<file path="config.mk">
export PLATFORM = sky130hd
export DESIGN_NAME = cr_drain_pack
export DESIGN_NICKNAME = d
export VERILOG_FILES = /design/src/rtl/cr_pkg.sv /design/src/rtl/cr_skid2.sv /design/src/rtl/cr_drain_pack.sv
export SDC_FILE = /design/constraint.sdc
export NUM_CORES = 1
export LEC_CHECK = 0
export BUFFER_PORTS_ARGS = -buffer_cell sky130_fd_sc_hd__buf_2
export CAP_MARGIN = 30
export CELL_PAD_IN_SITES_DETAIL_PLACEMENT = 0
export CELL_PAD_IN_SITES_GLOBAL_PLACEMENT = 2
export CORE_UTILIZATION = 33
export CTS_CLUSTER_SIZE = 20
export DETAILED_ROUTE_END_ITERATION = 8
export MAX_ROUTING_LAYER = met4
export PLACE_DENSITY_LB_ADDON = 0.1
export SETUP_SLACK_MARGIN = 0.2
export SLEW_MARGIN = 20
export SYNTH_ARGS = -nofsm -noshare
export SYNTH_HDL_FRONTEND = slang
export SYNTH_SLANG_ARGS = --single-unit
</file>
<file path="constraint.sdc">
create_clock -name clk -period 7.55 [get_ports clk]
set_input_delay 1.1325 -clock clk [delete_from_list [all_inputs] [get_ports clk]]
set_output_delay 1.1325 -clock clk [all_outputs]
set_load 0.05 [all_outputs]
</file>
<file path="src/rtl/cr_pkg.sv">
// Shared types and widths for the credit-pipeline drain stage.
package cr_pkg;

  localparam int CR_WORD_W   = 16;
  localparam int CR_BEAT_W   = 32;
  localparam int CR_PKTCNT_W = 16;

  typedef enum logic {
    S_LO = 1'b0,
    S_HI = 1'b1
  } drain_state_t;

  // Output beat layout: high word in the upper half.
  function automatic logic [CR_BEAT_W-1:0] cr_pack(input logic [CR_WORD_W-1:0] hi,
                                                   input logic [CR_WORD_W-1:0] lo);
    return {hi, lo};
  endfunction

endpackage

</file>
<file path="src/rtl/cr_skid2.sv">
// Two-entry output buffer with registered valid/data/last.
// Entry 0 is the head and drives the stream outputs directly.
module cr_skid2
  import cr_pkg::*;
(
  input  logic                 clk,
  input  logic                 reset_n,
  input  logic                 push,
  input  logic [CR_BEAT_W-1:0] push_data,
  input  logic                 push_last,
  output logic [CR_BEAT_W-1:0] m_tdata,
  output logic                 m_tvalid,
  input  logic                 m_tready,
  output logic                 m_tlast,
  output logic [1:0]           count
);

  logic [CR_BEAT_W-1:0] e0_data, e1_data, e0_data_nxt, e1_data_nxt;
  logic                 e0_last, e1_last, e0_last_nxt, e1_last_nxt;
  logic [1:0]           count_nxt;
  logic                 pop;

  assign pop     = m_tvalid & m_tready;
  assign m_tdata = e0_data;
  assign m_tlast = e0_last;

  // Next buffer contents: push and pop may both happen in one cycle.
  always_comb begin
    count_nxt   = count;
    e0_data_nxt = e0_data;
    e0_last_nxt = e0_last;
    e1_data_nxt = e1_data;
    e1_last_nxt = e1_last;
    case ({push, pop})
      2'b10: begin
        if (count == 2'd0) begin
          e0_data_nxt = push_data;
          e0_last_nxt = push_last;
        end else begin
          e1_data_nxt = push_data;
          e1_last_nxt = push_last;
        end
        count_nxt = count + 2'd1;
      end
      2'b01: begin
        if (count == 2'd2) begin
          e0_data_nxt = e1_data;
          e0_last_nxt = e1_last;
        end
        count_nxt = count - 2'd1;
      end
      2'b11: begin
        if (count == 2'd2) begin
          e0_data_nxt = e1_data;
          e0_last_nxt = e1_last;
          e1_data_nxt = push_data;
          e1_last_nxt = push_last;
        end else begin
          e0_data_nxt = push_data;
          e0_last_nxt = push_last;
        end
      end
      default: ;
    endcase
  end

  // Buffer registers; valid is its own flop so the output is glitch-free.
  always_ff @(posedge clk or negedge reset_n) begin
    if (!reset_n) begin
      count    <= 2'd0;
      m_tvalid <= 1'b0;
      e0_data  <= '0;
      e0_last  <= 1'b0;
      e1_data  <= '0;
      e1_last  <= 1'b0;
    end else begin
      count    <= count_nxt;
      m_tvalid <= (count_nxt != 2'd0);
      e0_data  <= e0_data_nxt;
      e0_last  <= e0_last_nxt;
      e1_data  <= e1_data_nxt;
      e1_last  <= e1_last_nxt;
    end
  end

endmodule

</file>
<file path="src/rtl/cr_drain_pack.sv">
// Drain stage: pops 16-bit words from an FWFT FIFO, packs pairs into
// 32-bit beats, marks tlast every PKT_BEATS beats, and counts packets.
//
//   state | meaning
//   S_LO  | waiting for the low word of the next beat
//   S_HI  | low word held in lo_reg; waiting for the high word or a flush
module cr_drain_pack
  import cr_pkg::*;
#(
  parameter int PKT_BEATS = 4
) (
  input  logic                   clk,
  input  logic                   reset_n,
  input  logic [CR_WORD_W-1:0]   fifo_dout,
  input  logic                   fifo_empty,
  output logic                   fifo_rd_en,
  input  logic                   flush,
  output logic [CR_BEAT_W-1:0]   m_tdata,
  output logic                   m_tvalid,
  input  logic                   m_tready,
  output logic                   m_tlast,
  output logic                   pkt_done,
  output logic [CR_PKTCNT_W-1:0] pkt_count
);

  localparam logic [7:0] LAST_IDX = 8'(PKT_BEATS - 1);

  drain_state_t         state, state_nxt;
  logic [CR_WORD_W-1:0] lo_reg;
  logic [7:0]           beat_cnt;
  logic                 flush_pend;
  logic                 flush_req;
  logic                 pop_word;
  logic                 push;
  logic [CR_BEAT_W-1:0] push_data;
  logic                 push_last;
  logic [1:0]           skid_count;
  logic [1:0]           occ_after;
  logic                 space;
  logic                 beat_last;
  logic                 acc_last;

  // Occupancy left once this cycle's accepted beat has gone.
  assign occ_after = skid_count - 2'(m_tvalid & m_tready);
  assign space     = (occ_after < 2'd2);
  assign beat_last = (beat_cnt == LAST_IDX);
  // A flush that met a full buffer is held until there is room for it.
  assign flush_req = flush | flush_pend;
  // Pop is masked during reset so no word is consumed while held in reset.
  assign fifo_rd_en = pop_word & reset_n;
  assign acc_last   = m_tvalid & m_tready & m_tlast;

  // Next-state, pop and push decisions.
  always_comb begin
    state_nxt = state;
    pop_word  = 1'b0;
    push      = 1'b0;
    push_data = cr_pack(fifo_dout, lo_reg);
    push_last = 1'b0;
    case (state)
      S_LO: begin
        if (!fifo_empty && space) begin
          pop_word  = 1'b1;
          state_nxt = S_HI;
        end
      end
      S_HI: begin
        if (flush_req) begin
          if (space) begin
            push      = 1'b1;
            push_data = cr_pack('0, lo_reg);
            push_last = 1'b1;
            state_nxt = S_LO;
          end
        end else if (!fifo_empty && space) begin
          pop_word  = 1'b1;
          push      = 1'b1;
          push_last = beat_last;
          state_nxt = S_LO;
        end
      end
      default: state_nxt = S_LO;
    endcase
  end

  // FSM state, low-word holding register, beat position and pending flush.
  always_ff @(posedge clk or negedge reset_n) begin
    if (!reset_n) begin
      state      <= S_LO;
      lo_reg     <= '0;
      beat_cnt   <= 8'd0;
      flush_pend <= 1'b0;
    end else begin
      state      <= state_nxt;
      flush_pend <= (state == S_HI) && flush_req && !space;
      if (pop_word && state == S_LO)
        lo_reg <= fifo_dout;
      if (push)
        beat_cnt <= push_last ? 8'd0 : beat_cnt + 8'd1;
    end
  end

  // Packet completion pulse and running count of accepted packets.
  always_ff @(posedge clk or negedge reset_n) begin
    if (!reset_n) begin
      pkt_done  <= 1'b0;
      pkt_count <= '0;
    end else begin
      pkt_done  <= acc_last;
      pkt_count <= pkt_count + CR_PKTCNT_W'(acc_last);
    end
  end

  cr_skid2 u_skid (
    .clk       (clk),
    .reset_n   (reset_n),
    .push      (push),
    .push_data (push_data),
    .push_last (push_last),
    .m_tdata   (m_tdata),
    .m_tvalid  (m_tvalid),
    .m_tready  (m_tready),
    .m_tlast   (m_tlast),
    .count     (skid_count)
  );

endmodule
</file>
Yosys cells after proc, flatten, opt, wreduce, memory -nomap -nowiden
Cells that the tools add are included.

Word-level logic and storage cells: 77. Register bits after elaboration: 112.

$add $sub $neg: 5. Bitwise operators: 6. Muxes and demuxes: 32. Reductions and logical operators: 12. $lt $le $gt $ge: 1. Eq/ne operators: 9.

Operator list (count): $mux W32 (8); $pmux W32 S3 (1); $pmux W32 S2 (1); $add A16 B1 Y16 (1); $mux W1 (16); $add A8 B1 Y8 const B (1); $eq A8 B2 Y1 const B (1); $mux W8 (1); $eq A2 B2 Y1 const B (3); $ne A2 B1 Y1 const B (3); $pmux W1 S2 (3); $reduce_and A3 Y1 (2); $and A1 B1 Y1 (4); $logic_and A1 B1 Y1 (4); $pmux W2 S2 (1); $reduce_bool A2 Y1 (2); $pmux W1 S3 (1); $reduce_bool A3 Y1 (1); $add A2 B1 Y2 const B (1); $eq A2 B1 Y1 const B (1); $logic_not A1 Y1 (2); $logic_not A2 Y1 (1); $lt A2 B2 Y1 const B (1); $ne A2 B2 Y1 const B (1); 4 further kinds (4).

Depth between registers and ports, before layout
Gate-level depths: netlist of the first run.

Depth after elaboration: 10. Depth in mapped cells: 13.

Hierarchy
A second synthesis of the first run with hierarchy kept.

Cells, all modules: 461. Area total of the unflattened synthesis: 5652.9 um^2.

Modules (own cells, without submodules): cr_skid2 (sequential area each 1726.7 um^2, cells each 297, area an instance 3676.0 um^2, instances 1); cr_drain_pack (sequential area each 1076.0 um^2, cells each 164, area an instance 1976.9 um^2, instances 1).

Worst setup path before layout of the first run
Ideal clock, no wire load.

Path type: input port to flip-flop. Start point: input fifo_empty. End point: register u_skid.e1_data[10]. Data arrival time: 3.184 ns. Setup slack: 4.241 ns. Path buffers: 2. Cell stages on the path: 9. Setup time: 0.125 ns. Path through: inv_1 -> o31ai_2 -> or2_1 -> clkbuf_1 -> inv_2 -> ha_1 -> o221ai_2 -> buf_2 -> mux2_2.

Longest elaborated chain between the ends: 8.

Ends and longest elaborated chain: start, declared (RTL line cr_drain_pack.sv:15) `input logic fifo_empty,`; $logic_not A1 Y1 (*) (RTL line cr_drain_pack.sv:75) `end else if (!fifo_empty && space) begin`; $logic_and A1 B1 Y1 (*) (RTL line cr_drain_pack.sv:75); $mux W1 (*) (RTL line cr_drain_pack.sv:75); $mux W1 (*) (RTL line cr_drain_pack.sv:68) `if (flush_req) begin`; $mux W1 (*) (RTL line cr_drain_pack.sv:60) `case (state)`; via push (RTL line cr_drain_pack.sv:34) `logic push;`; $eq A2 B2 Y1 (RTL line cr_skid2.sv:34) `case ({push, pop})`; $ne A2 B1 Y1 (no source line) (tied with other cells); $reduce_and A3 Y1 (no source line); end signal, assigned (RTL line cr_skid2.sv:81) `e1_data <= e1_data_nxt;`; end, declared (RTL line cr_skid2.sv:18) `logic [CR_BEAT_W-1:0] e0_data, e1_data, e0_data_nxt, e1_data_nxt;`.

Mark *: on every way through the listed nets, which the timed path passes. The rest lies on a longest branch. A chain may end at the register's enable or synchronous reset.

Worst setup path in the final report of the first run
Start point: input fifo_empty. End point: register u_skid.e1_data[20].

The elaborated chain is that of the path after synthesis.

==> results_tabular.tex, run 1 <==
\begin{tabular}{lr}
\hline
Metric & Value \\
\hline
\multicolumn{2}{l}{\textbf{Clocking}} \\
\quad Clock tree from TritonCTS & done \\
\quad Clock input transition at the sequential cells of the worst setup and hold paths & 70 ps \\
\quad Root Driver & clkbuf\_16 \\
\quad Number of buffers added for setup after CTS & 0 \\
\quad H-tree levels & 3 \\
\quad Clock tree buffer depth & 2 \\
\quad Number of buffers inserted by hold repair at cts & 0 \\
\quad Sinks on Clock Net & 112 \\
\quad Cts bufs inserted & 9 \\
\quad Later-pin clock latency in the skew report & 350 ps \\
\quad Gates resized, CTS repair & 0 \\
\multicolumn{2}{l}{\textbf{Die}} \\
\quad Total die area & 14800 µm² \\
\quad Number of top-level pins & 73 \\
\quad Die extent in y & 122 µm \\
\quad Initial core utilization & 34.0\% \\
\quad Width of the die & 122 µm \\
\quad Core Region & 13900 µm² \\
\quad Count of standard-cell rows & 43 \\
\multicolumn{2}{l}{\textbf{Finish}} \\
\quad Fraction of final layout cells with drive strength greater than 1 & 29.0\% \\
\quad Total number of nets in the final design & 490 \\
\quad Antenna cell count & 0 \\
\quad Growth of design area from synthesis to finish & 17.9\% \\
\multicolumn{2}{l}{\textbf{Power and ir drop}} \\
\quad Power per standard cell area & 510 nW/µm² \\
\quad Largest vdd supply drop & 191 µV \\
\quad Leakage power summed over all cells & 2.58 nW \\
\multicolumn{2}{l}{\textbf{GRT}} \\
\quad Global-route wire length before repair & 17.0 mm \\
\quad Met1 demand-to-capacity share in global routing & 19.4\% \\
\quad Initial antenna violation count & 0 \\
\quad Number of global-route vias before repair & 3240 \\
\quad Met3 demand-to-capacity share in global routing & 4.17\% \\
\quad GRT Util Overall & 15.7\% \\
\quad Met2 capacity usage during global routing & 25.2\% \\
\quad Grt ovf & 0 \\
\quad Routing layer with the top usage in global route & met2 \\
\quad Pin count of the biggest net entering global routing & 71 \\
\multicolumn{2}{l}{\textbf{Yosys}} \\
\quad Cells taking the most area after synthesis & dfrtp\_1 59\%, mux2\_2 7.8\%, a22oi\_1 5.2\%, nor2\_1 4.0\%, a21oi\_1 3.7\% \\
\quad Prevailing post-synth register cell & dfrtp\_1 \\
\quad Netlist area before placement & 4740 µm² \\
\quad Fraction of registers with async set/reset & 100\% \\
\quad Cell taking the most area after synthesis & dfrtp\_1 \\
\quad EDFF count, synth & 0 \\
\quad Cells after synthesis & 394 \\
\quad Number of flip-flops and latches in the synthesized netlist & 112 \\
\quad Post-synthesis net count & 423 \\
\quad Avg Synthesized Cell Area & 12.0 µm² \\
\quad Cell variety after synth & 41 \\
\quad Area share of the largest cell type after synthesis & 59.1\% \\
\quad Top-count cell post-synth & dfrtp\_1 \\
\quad Synth top cells by count & 112 x dfrtp\_1, 51 x nor2\_1, 35 x a21oi\_1 \\
\quad Number of warning messages in the yosys log & 0 \\
\quad Fraction of the yosys area taken by sequential cells & 59.1\% \\
\multicolumn{2}{l}{\textbf{STA}} \\
\quad Least-Margin Pin Slew & 840 ps \\
\quad Hold slack & 479 ps \\
\quad Final hold viol count & 0 \\
\quad Sum of negative setup slack & 0 ps \\
\quad Final worst clock skew & 7.36 ps \\
\quad Max-slew violation count & 0 \\
\quad Slew headroom & 43.8\% \\
\quad Unrepaired setup endpoints after global routing & no \\
\quad Post-route clock period utilization & 48.2\% \\
\quad Number of failing setup endpoints in the final timing report & 0 \\
\quad Max Clk Rate & 275 MHz \\
\quad Shortest period the worst path allows & 3640 ps \\
\multicolumn{2}{l}{\textbf{Worst setup path}} \\
\quad Worst setup path category & in -> reg \\
\quad Slowest stage cell, crit path & nor2\_2 \\
\quad Worst path cell trace & buf\_2 > inv\_1 > o31ai\_2 > or2\_1 > inv\_2 > ha\_1 > a21oi\_1 > o221ai\_2 > buf\_4 > nor2\_2 > a22o\_1 \\
\quad Worst Path Required & 7830 ps \\
\quad Maximum fanout along the worst path & 34 \\
\quad Largest stage delay, worst path & 610 ps \\
\quad Startpoint kind of the worst setup timing path & input pin \\
\quad Endpoint arrival time on the critical path & 3920 ps \\
\quad Family with the most delay on the worst path & compound AO/OA/AOI/OAI gates \\
\quad Crit. End Element & flip-flop \\
\quad Sum of buffers and inverters on the critical path & 4 \\
\multicolumn{2}{l}{\textbf{Routing}} \\
\quad Average routed wire per standard cell & 15.8 µm \\
\quad Antenna-violating nets left & 0 \\
\quad Via/cell ratio & 4.92 \\
\quad Post-route DRC & 0 \\
\quad Routed via count & 3175 \\
\quad Sum of routed wire length over all layers & 10.2 mm \\
\quad Drt initial violations & 195 \\
\quad Number of detailed-route iterations in the first pass & 6 \\
\multicolumn{2}{l}{\textbf{Placed design}} \\
\quad Sum of net half-perimeters after detailed placement & 6.87 mm \\
\quad Routability Congestion & 0.761 \\
\quad PortBufs & 72 \\
\multicolumn{2}{l}{\textbf{Hold path}} \\
\quad Path type of the worst min-delay path & reg -> reg \\
\multicolumn{2}{l}{\textbf{Status}} \\
\quad Result of the run & finished clean \\
\multicolumn{2}{l}{\textbf{Job}} \\
\quad Maximum capacitance violations & 0 \\
\hline
\end{tabular}
-- placed cells by master, fill, tap and decap left out, types with 2 or more instances in the layout --
| cell type | count |
|---|---|
| xnor2_1 | 16 |
| a21o_1 | 2 |
| mux2_2 | 33 |
| nor3_1 | 5 |
| a21oi_1 | 35 |
| and3_1 | 6 |
| nand3_1 | 8 |
| nand2_1 | 9 |
| buf_2 | 71 |
| nand4_1 | 3 |
| inv_1 | 5 |
| xor2_1 | 7 |
| nor2_2 | 2 |
| buf_4 | 5 |
| clkbuf_16 | 9 |
| a22oi_1 | 33 |
| inv_6 | 3 |
| o21ai_1 | 2 |
| nor2_1 | 49 |
| a22o_1 | 16 |
| nor4_1 | 3 |
| nor2b_1 | 2 |
| ha_1 | 8 |
| dfrtp_1 | 112 |
-- area by class of cell --
cell class / count / area [µm²]
Timing Repair Buffer: 77 / 420
Sequential cell: 112 / 2800
Fill cell: 1389 / 8350
Inverter: 6 / 22.5
Clock buffer: 10 / 229
Clock inverter: 5 / 63.8
Multi-Input combinational cell: 255 / 1820
Tap cell: 180 / 225
-- layer usage --
metal  share of wire [%]  vias up
li1                    -     1530
met1                  46     1577
met2                  49       62
met3                 3.8        6
met4                0.95        0
met5                   0        -
-- power by group --
group	internal [W]	switching [W]
Sequential	0.000870	0.000173
Combinational	0.000452	0.000874
Clock	0.000260	0.000220
-- worst paths after layout --
| check | startpoint | endpoint | slack (ps) | cells after the start |
|---|---|---|---|---|
| max reg2reg | u_skid.count[0]$_DFF_PN0_ | u_skid.m_tdata[16]$_DFFE_PN0P_ | 4300 | 9 |
| max | fifo_empty | u_skid.e1_data[20]$_DFFE_PN0P_ | 3910 | 11 |
| min | pkt_count[15]$_DFF_PN0_ | pkt_count[15]$_DFF_PN0_ | 480 | 1 |
| min in group asynchronous | reset_n | beat_cnt[4]$_DFFE_PN0P_ | 780 | 1 |
| max in group asynchronous | reset_n | u_skid.e1_data[28]$_DFFE_PN0P_ | 5770 | 3 |
| min reg2reg | pkt_count[15]$_DFF_PN0_ | pkt_count[15]$_DFF_PN0_ | 480 | 1 |
-- cells by family (layout without fill, tap and decap cells) --
logic type	Yosys count	count (layout)	synth area share (%)
mux	34	34	8.05
flops	112	112	59.1
buf+inv	27	98	2.64
xor+xnor	24	24	4.83
compound gates	93	93	13.5
simple gates	96	96	9.74
fa+ha+maj	8	8	2.11
-- stage by stage --
stage	worst slack, ps	total power [W]	std cells	instance area (µm²)	utilization (%)
2_1_floorplan	4240	0.00209	394	4740	-
3_3_place_gp	3560	0.00239	629	5260	37.8
3_5_place_dp	3530	0.00240	629	5260	37.8
4_1_cts	3890	0.00290	644	5560	39.9
5_1_grt	3640	0.00306	645	5580	40.1
6_report	3910	0.00285	645	5580	40.1
(Power assumes the default switching activity.)
==> run 2, diff against run 1 <==
==> constraint.sdc (replaced) <==
create_clock -name clk -period 3 [get_ports clk]
set_input_delay 0.45 -clock clk [delete_from_list [all_inputs] [get_ports clk]]
set_output_delay 0.45 -clock clk [all_outputs]
set_load 0.05 [all_outputs]
==> run 2 against run 1 <==
Net effect: the flow now finishes with violations (negative hold slack); cell area increased by 2.2%; combinational power rose to 2.7 times the previous value; hold slack got worse by 480 ps; routed wire length grew 3.1%; worst setup slack got worse by 3500 ps; die area did not move; register-to-register slack worse by 3800 ps; utilization grew 0.88 points; clock skew about the same; critical endpoint is now u_skid.m_tdata[31]$_DFFE_PN0P_; largest power group unchanged.
==> results_tabular.tex, run 2 (synthesis gave the netlist of run 1 again) <==
\begin{tabular}{lr}
\hline
Metric & Value \\
\hline
\multicolumn{2}{l}{\textbf{Clocking}} \\
\quad Root Driver & clkbuf\_16 \\
\quad H-tree levels & 3 \\
\quad Cts bufs inserted & 9 \\
\quad Clock tree from TritonCTS & done \\
\quad Number of buffers added for setup after CTS & 0 \\
\quad Sinks on Clock Net & 112 \\
\quad Number of buffers inserted by hold repair at cts & 0 \\
\quad Gates resized, CTS repair & 0 \\
\quad Clock input transition at the sequential cells of the worst setup and hold paths & 70 ps \\
\quad Clock tree buffer depth & 2 \\
\quad Later-pin clock latency in the skew report & 350 ps \\
\multicolumn{2}{l}{\textbf{Status}} \\
\quad Result of the run & finished, violations left \\
\quad Failing checks & negative hold slack \\
\multicolumn{2}{l}{\textbf{STA}} \\
\quad Least-Margin Pin Slew & 686 ps \\
\quad Max-slew violation count & 0 \\
\quad Number of failing setup endpoints in the final timing report & 0 \\
\quad Slew headroom & 54.2\% \\
\quad Final worst clock skew & 7.44 ps \\
\quad Final hold viol count & 2 \\
\quad Max Clk Rate & 393 MHz \\
\quad Post-route clock period utilization & 84.8\% \\
\quad Sum of negative setup slack & 0 ps \\
\quad Shortest period the worst path allows & 2540 ps \\
\quad Unrepaired setup endpoints after global routing & no \\
\quad Hold slack & -1.48 ps \\
\multicolumn{2}{l}{\textbf{Die}} \\
\quad Core Region & 13900 µm² \\
\quad Width of the die & 122 µm \\
\quad Number of top-level pins & 73 \\
\quad Initial core utilization & 34.0\% \\
\quad Total die area & 14800 µm² \\
\quad Die extent in y & 122 µm \\
\quad Count of standard-cell rows & 43 \\
\multicolumn{2}{l}{\textbf{Placed design}} \\
\quad Number of placed instances with taps included & 642 \\
\quad Sum of net half-perimeters after detailed placement & 7.18 mm \\
\quad Cell Area, Placed & 5390 µm² \\
\quad Routability Congestion & 0.748 \\
\quad PortBufs & 72 \\
\multicolumn{2}{l}{\textbf{Routing}} \\
\quad Routed via count & 3254 \\
\quad Average routed wire per standard cell & 16.0 µm \\
\quad Number of detailed-route iterations in the first pass & 4 \\
\quad Antenna-violating nets left & 0 \\
\quad Drt initial violations & 127 \\
\quad Sum of routed wire length over all layers & 10.5 mm \\
\quad Via/cell ratio & 4.95 \\
\quad Post-route DRC & 0 \\
\multicolumn{2}{l}{\textbf{Worst setup path}} \\
\quad Worst setup path startpoint & u\_skid.count[0]\$\_DFF\_PN0\_ \\
\quad Largest stage delay, worst path & 570 ps \\
\quad Crit. End Element & flip-flop \\
\quad Worst setup path category & reg -> reg \\
\quad Worst Path Required & 3280 ps \\
\quad Family with the most delay on the worst path & compound AO/OA/AOI/OAI gates \\
\quad Sum of buffers and inverters on the critical path & 2 \\
\quad Worst flop-to-flop path startpoint & u\_skid.count[0]\$\_DFF\_PN0\_ \\
\quad Startpoint kind of the worst setup timing path & flip-flop \\
\quad Slowest stage cell, crit path & o21a\_1 \\
\quad Worst path cell trace & nand3b\_4 > xnor2\_4 > or2\_1 > inv\_2 > ha\_1 > buf\_4 > a21o\_1 > o21a\_1 > a22oi\_1 > a21oi\_1 \\
\quad Endpoint arrival time on the critical path & 2820 ps \\
\quad Maximum fanout along the worst path & 16 \\
\multicolumn{2}{l}{\textbf{GRT}} \\
\quad GRT Util Overall & 16.1\% \\
\quad Number of global-route vias before repair & 3372 \\
\quad Pin count of the biggest net entering global routing & 67 \\
\quad Global-route wire length before repair & 17.5 mm \\
\quad Grt ovf & 0 \\
\quad Initial antenna violation count & 0 \\
\multicolumn{2}{l}{\textbf{Power and ir drop}} \\
\quad Overall power consumption & 0.00741 W \\
\quad Part of the power in the clock network & 16.9\% \\
\quad Sequential share of power & 35.1\% \\
\quad Largest vdd supply drop & 628 µV \\
\quad Sw Share & 43.7\% \\
\quad Sw Pwr & 0.00324 W \\
\quad Power per standard cell area & 1300 nW/µm² \\
\quad Internal Pwr Total & 0.00417 W \\
\quad Combinational group share of total power & 48.0\% \\
\quad Leakage power summed over all cells & 2.66 nW \\
\multicolumn{2}{l}{\textbf{Finish}} \\
\quad Cell area after layout & 5710 µm² \\
\quad Final instance count without filler cells & 658 \\
\quad Fraction of final layout cells with drive strength greater than 1 & 31.0\% \\
\quad Layout filler cell count & 1392 \\
\quad Antenna cell count & 0 \\
\quad Growth of design area from synthesis to finish & 20.4\% \\
\quad Total number of nets in the final design & 502 \\
\quad FF/Latch Area & 2800 µm² \\
\quad Most frequent cells in the layout & 112 x dfrtp\_1, 71 x buf\_2, 49 x nor2\_1, 35 x a21oi\_1 \\
\quad Area of the multi-input gates & 1830 µm² \\
\quad Most common library cell in the layout ignoring fill and taps & dfrtp\_1 \\
\multicolumn{2}{l}{\textbf{Job}} \\
\quad Maximum capacitance violations & 0 \\
\multicolumn{2}{l}{\textbf{Hold path}} \\
\quad Path type of the worst min-delay path & in -> async \\
\hline
\end{tabular}
run 2: worst register-to-register path: cells and delay by family (launching register included):
kind                       cells  cell delay (ps)
DFF                            1              380
buffers and inverters          2              220
xor gates and xnor gates       1              130
and+or+nand+nor                2              480
adders and majority gates      1              170
AOI/OAI and AO/OA              4             1090
run 2: cell type report:
cell class	instances	area share, %
clock buffers	12	4.49
clock inverters	4	1.03
inverters	6	0.395
multi-input cells	255	32.0
flip-flops and latches	112	49.1
well taps	180	3.95
repair buffers	89	9.03
run 2: path summary, 6_finish.rpt:
check	endpoint	slack, ps	depth (start not counted)
worst max-delay path	u_skid.m_tdata[31]$_DFFE_PN0P_	460	10
worst min-delay path	beat_cnt[3]$_DFFE_PN0P_	-1	1
worst max register to register	u_skid.m_tdata[31]$_DFFE_PN0P_	460	10
worst min register to register	pkt_count[15]$_DFF_PN0_	470	1
max in group asynchronous	u_skid.m_tdata[4]$_DFFE_PN0P_	2100	2
min in group clk	u_skid.e1_data[23]$_DFFE_PN0P_	340	2
run 2: power by group through the flow:
| stage | clock, W | sequential (W) | combinational [W] |
|---|---|---|---|
| after floorplan | 0 | 0.00348 | 0.00178 |
| after global placement | 0 | 0.00262 | 0.00358 |
| after detailed placement | 0 | 0.00263 | 0.00361 |
| after CTS | 0.00131 | 0.00261 | 0.00362 |
| after global routing | 0.00136 | 0.00270 | 0.00388 |
| final | 0.00125 | 0.00260 | 0.00356 |
run 2: per-stage QoR:
stage	utilization, %	worst slack [ps]
2_1_floorplan	-	203
3_3_place_gp	38.7	256
3_5_place_dp	38.7	218
4_1_cts	40.9	308
5_1_grt	41.0	271
6_report	41.0	456
run 2: per-layer routing:
layer / vias up / track usage, % / share of wire (%)
li1: 1555 / - / -
met1: 1648 / 19.7 / 45
met2: 45 / 26.0 / 51
met3: 6 / 4.40 / 3.4
met4: 0 / 4.63 / 1.0
met5: - / - / 0
==> run 3, diff against run 2 <==
==> constraint.sdc (replaced) <==
create_clock -name clk -period 2.6 [get_ports clk]
set_input_delay 0.39 -clock clk [delete_from_list [all_inputs] [get_ports clk]]
set_output_delay 0.39 -clock clk [all_outputs]
set_load 0.05 [all_outputs]
==> run 3 against run 2 <==
Net effect: global-route usage shrank 0.37 points; utilization grew 2.5 points; die area is the same; clock power grew 14%; clock skew shrank 0.68 ps; hold slack gained 110 ps; the run now ends clean.
==> results_tabular.tex, run 3 (synthesis gave the netlist of run 1 again) <==
\begin{tabular}{lr}
\hline
Metric & Value \\
\hline
\multicolumn{2}{l}{\textbf{Status}} \\
\quad Result of the run & finished clean \\
\multicolumn{2}{l}{\textbf{Worst setup path}} \\
\quad Worst setup path category & reg -> reg \\
\quad Endpoint of the lowest-slack register-to-register path & u\_skid.m\_tdata[4]\$\_DFFE\_PN0P\_ \\
\quad Destination of the critical timing path & u\_skid.m\_tdata[4]\$\_DFFE\_PN0P\_ \\
\quad Crit. End Element & flip-flop \\
\quad Worst reg2reg path depth & 14 \\
\quad Endpoint arrival time on the critical path & 2660 ps \\
\quad Worst setup slack for register-to-register paths & 220 ps \\
\quad Maximum fanout along the worst path & 5 \\
\quad Worst setup path startpoint & u\_skid.count[0]\$\_DFF\_PN0\_ \\
\quad Worst Path Required & 2870 ps \\
\quad Worst flop-to-flop path startpoint & u\_skid.count[0]\$\_DFF\_PN0\_ \\
\quad Startpoint kind of the worst setup timing path & flip-flop \\
\multicolumn{2}{l}{\textbf{Clocking}} \\
\quad Number of buffers inserted by hold repair at cts & 0 \\
\quad Later-pin clock latency in the skew report & 350 ps \\
\quad Clock tree buffer depth & 2 \\
\quad Cts bufs inserted & 9 \\
\quad Clock input transition at the sequential cells of the worst setup and hold paths & 70 ps \\
\quad H-tree levels & 3 \\
\quad Root Driver & clkbuf\_16 \\
\quad Sinks on Clock Net & 112 \\
\quad Clock tree from TritonCTS & done \\
\multicolumn{2}{l}{\textbf{GRT}} \\
\quad Pin count of the biggest net entering global routing & 113 \\
\quad Initial antenna violation count & 0 \\
\quad Number of global-route vias before repair & 3125 \\
\quad GRT Util Overall & 15.7\% \\
\quad Global-route wire length before repair & 17.2 mm \\
\quad Grt ovf & 0 \\
\multicolumn{2}{l}{\textbf{STA}} \\
\quad Post-route clock period utilization & 91.7\% \\
\quad Shortest period the worst path allows & 2380 ps \\
\quad Least-Margin Pin Slew & 632 ps \\
\quad Unrepaired setup endpoints after global routing & yes \\
\quad Max-slew violation count & 0 \\
\quad Final worst clock skew & 6.76 ps \\
\quad Sum of negative setup slack & 0 ps \\
\quad Worst-case setup margin in the final layout & 216 ps \\
\quad Slew headroom & 57.9\% \\
\quad Number of failing setup endpoints in the final timing report & 0 \\
\quad Final hold viol count & 0 \\
\quad Max Clk Rate & 419 MHz \\
\multicolumn{2}{l}{\textbf{Routing}} \\
\quad Antenna-violating nets left & 0 \\
\quad Average routed wire per standard cell & 16.9 µm \\
\quad Sum of routed wire length over all layers & 11.4 mm \\
\quad Via/cell ratio & 4.94 \\
\quad Routed via count & 3308 \\
\quad Number of detailed-route iterations in the first pass & 4 \\
\quad Post-route DRC & 0 \\
\quad Drt initial violations & 205 \\
\multicolumn{2}{l}{\textbf{Placed design}} \\
\quad Sum of net half-perimeters after detailed placement & 7.03 mm \\
\quad Minimum setup slack after placement & 53.6 ps \\
\quad Routability Congestion & 0.763 \\
\quad PortBufs & 72 \\
\quad Cell Area, Placed & 5530 µm² \\
\multicolumn{2}{l}{\textbf{Die}} \\
\quad Count of standard-cell rows & 43 \\
\quad Total die area & 14800 µm² \\
\quad Initial core utilization & 34.0\% \\
\quad Number of top-level pins & 73 \\
\quad Die extent in y & 122 µm \\
\quad Width of the die & 122 µm \\
\quad Core Region & 13900 µm² \\
\multicolumn{2}{l}{\textbf{Power and ir drop}} \\
\quad Power per standard cell area & 1550 nW/µm² \\
\quad Leakage power summed over all cells & 2.82 nW \\
\quad Largest vdd supply drop & 533 µV \\
\multicolumn{2}{l}{\textbf{Hold path}} \\
\quad Path type of the worst min-delay path & in -> async \\
\multicolumn{2}{l}{\textbf{Job}} \\
\quad Maximum capacitance violations & 0 \\
\multicolumn{2}{l}{\textbf{Finish}} \\
\quad Most common library cell in the layout ignoring fill and taps & dfrtp\_1 \\
\quad Growth of design area from synthesis to finish & 27.8\% \\
\quad Antenna cell count & 0 \\
\quad Cell area after layout & 6060 µm² \\
\quad Most frequent cells in the layout & 111 x dfrtp\_1, 71 x buf\_2, 48 x nor2\_1, 32 x a22oi\_1, 32 x a21oi\_1 \\
\quad Fraction of final layout cells with drive strength greater than 1 & 34.9\% \\
\quad Total number of nets in the final design & 515 \\
\hline
\end{tabular}
==> run 3: per-layer routing <==
| layer | global-route usage (%) | up-vias | wire length (µm) | share of wire, % |
|---|---|---|---|---|
| li1 | - | 1587 | - | - |
| met1 | 24.0 | 1640 | 5960 | 53 |
| met2 | 20.3 | 73 | 4870 | 43 |
| met3 | 2.39 | 8 | 381 | 3.4 |
| met4 | 6.48 | 0 | 132 | 1.2 |
| met5 | - | - | 0 | 0 |
==> run 3: cell type report <==
class	instances	area, µm²
inverters	6	30.0
clock buffers	13	270
fillers	1330	7880
repair buffers	102	754
well taps	180	225
flip-flops and latches	112	2800
clock inverters	2	37.5
multi-input cells	255	1930
==> run 3: worst min-delay path by stage <==
stage / end / start
final: pkt_count[5]$_DFF_PN0_ / reset_n
after detailed placement: pkt_count[15]$_DFF_PN0_ / pkt_count[15]$_DFF_PN0_
after floorplan: beat_cnt[0]$_DFFE_PN0P_ / reset_n
after global routing: pkt_count[7]$_DFF_PN0_ / reset_n
after global placement: pkt_count[15]$_DFF_PN0_ / pkt_count[15]$_DFF_PN0_
after CTS: pkt_count[5]$_DFF_PN0_ / reset_n
==> run 3: timing repair <==
item	in CTS	in global routing
setup buffers	0	7
resized for setup	1	13
setup endpoints to repair	2	47
endpoints found under the hold margin	0	0
gates cloned	0	5
pin swaps	0	4
==> run 3: through the flow <==
step	util [%]	std cells	power, W	hold slack, ps
after floorplan	-	394	0.00630	94.4
final	43.5	670	0.00939	111
after CTS	41.9	658	0.00894	206
after detailed placement	39.7	643	0.00747	461
after global routing	43.5	670	0.0100	197
after global placement	39.7	643	0.00742	459
==> run 3: critical path, cell delays in order (launching register included) <==
cell       delay [ps]
dfrtp_1           380
nand3b_4          180
xnor2_4           140
or2_4             290
buf_6             140
ha_4              150
buf_6             110
mux2i_1           150
a21oi_2            90
nor2_4            170
buf_6             140
buf_12            110
clkbuf_16         130
nor2_2             30
a21oi_1           100
==> run 3: where the power goes <==
| group | switching (W) | internal [W] | leakage (nW) |
|---|---|---|---|
| clock | 0.000610 | 0.000822 | 0.148 |
| combinational | 0.00290 | 0.00204 | 1.30 |
| sequential | 0.000489 | 0.00253 | 1.38 |
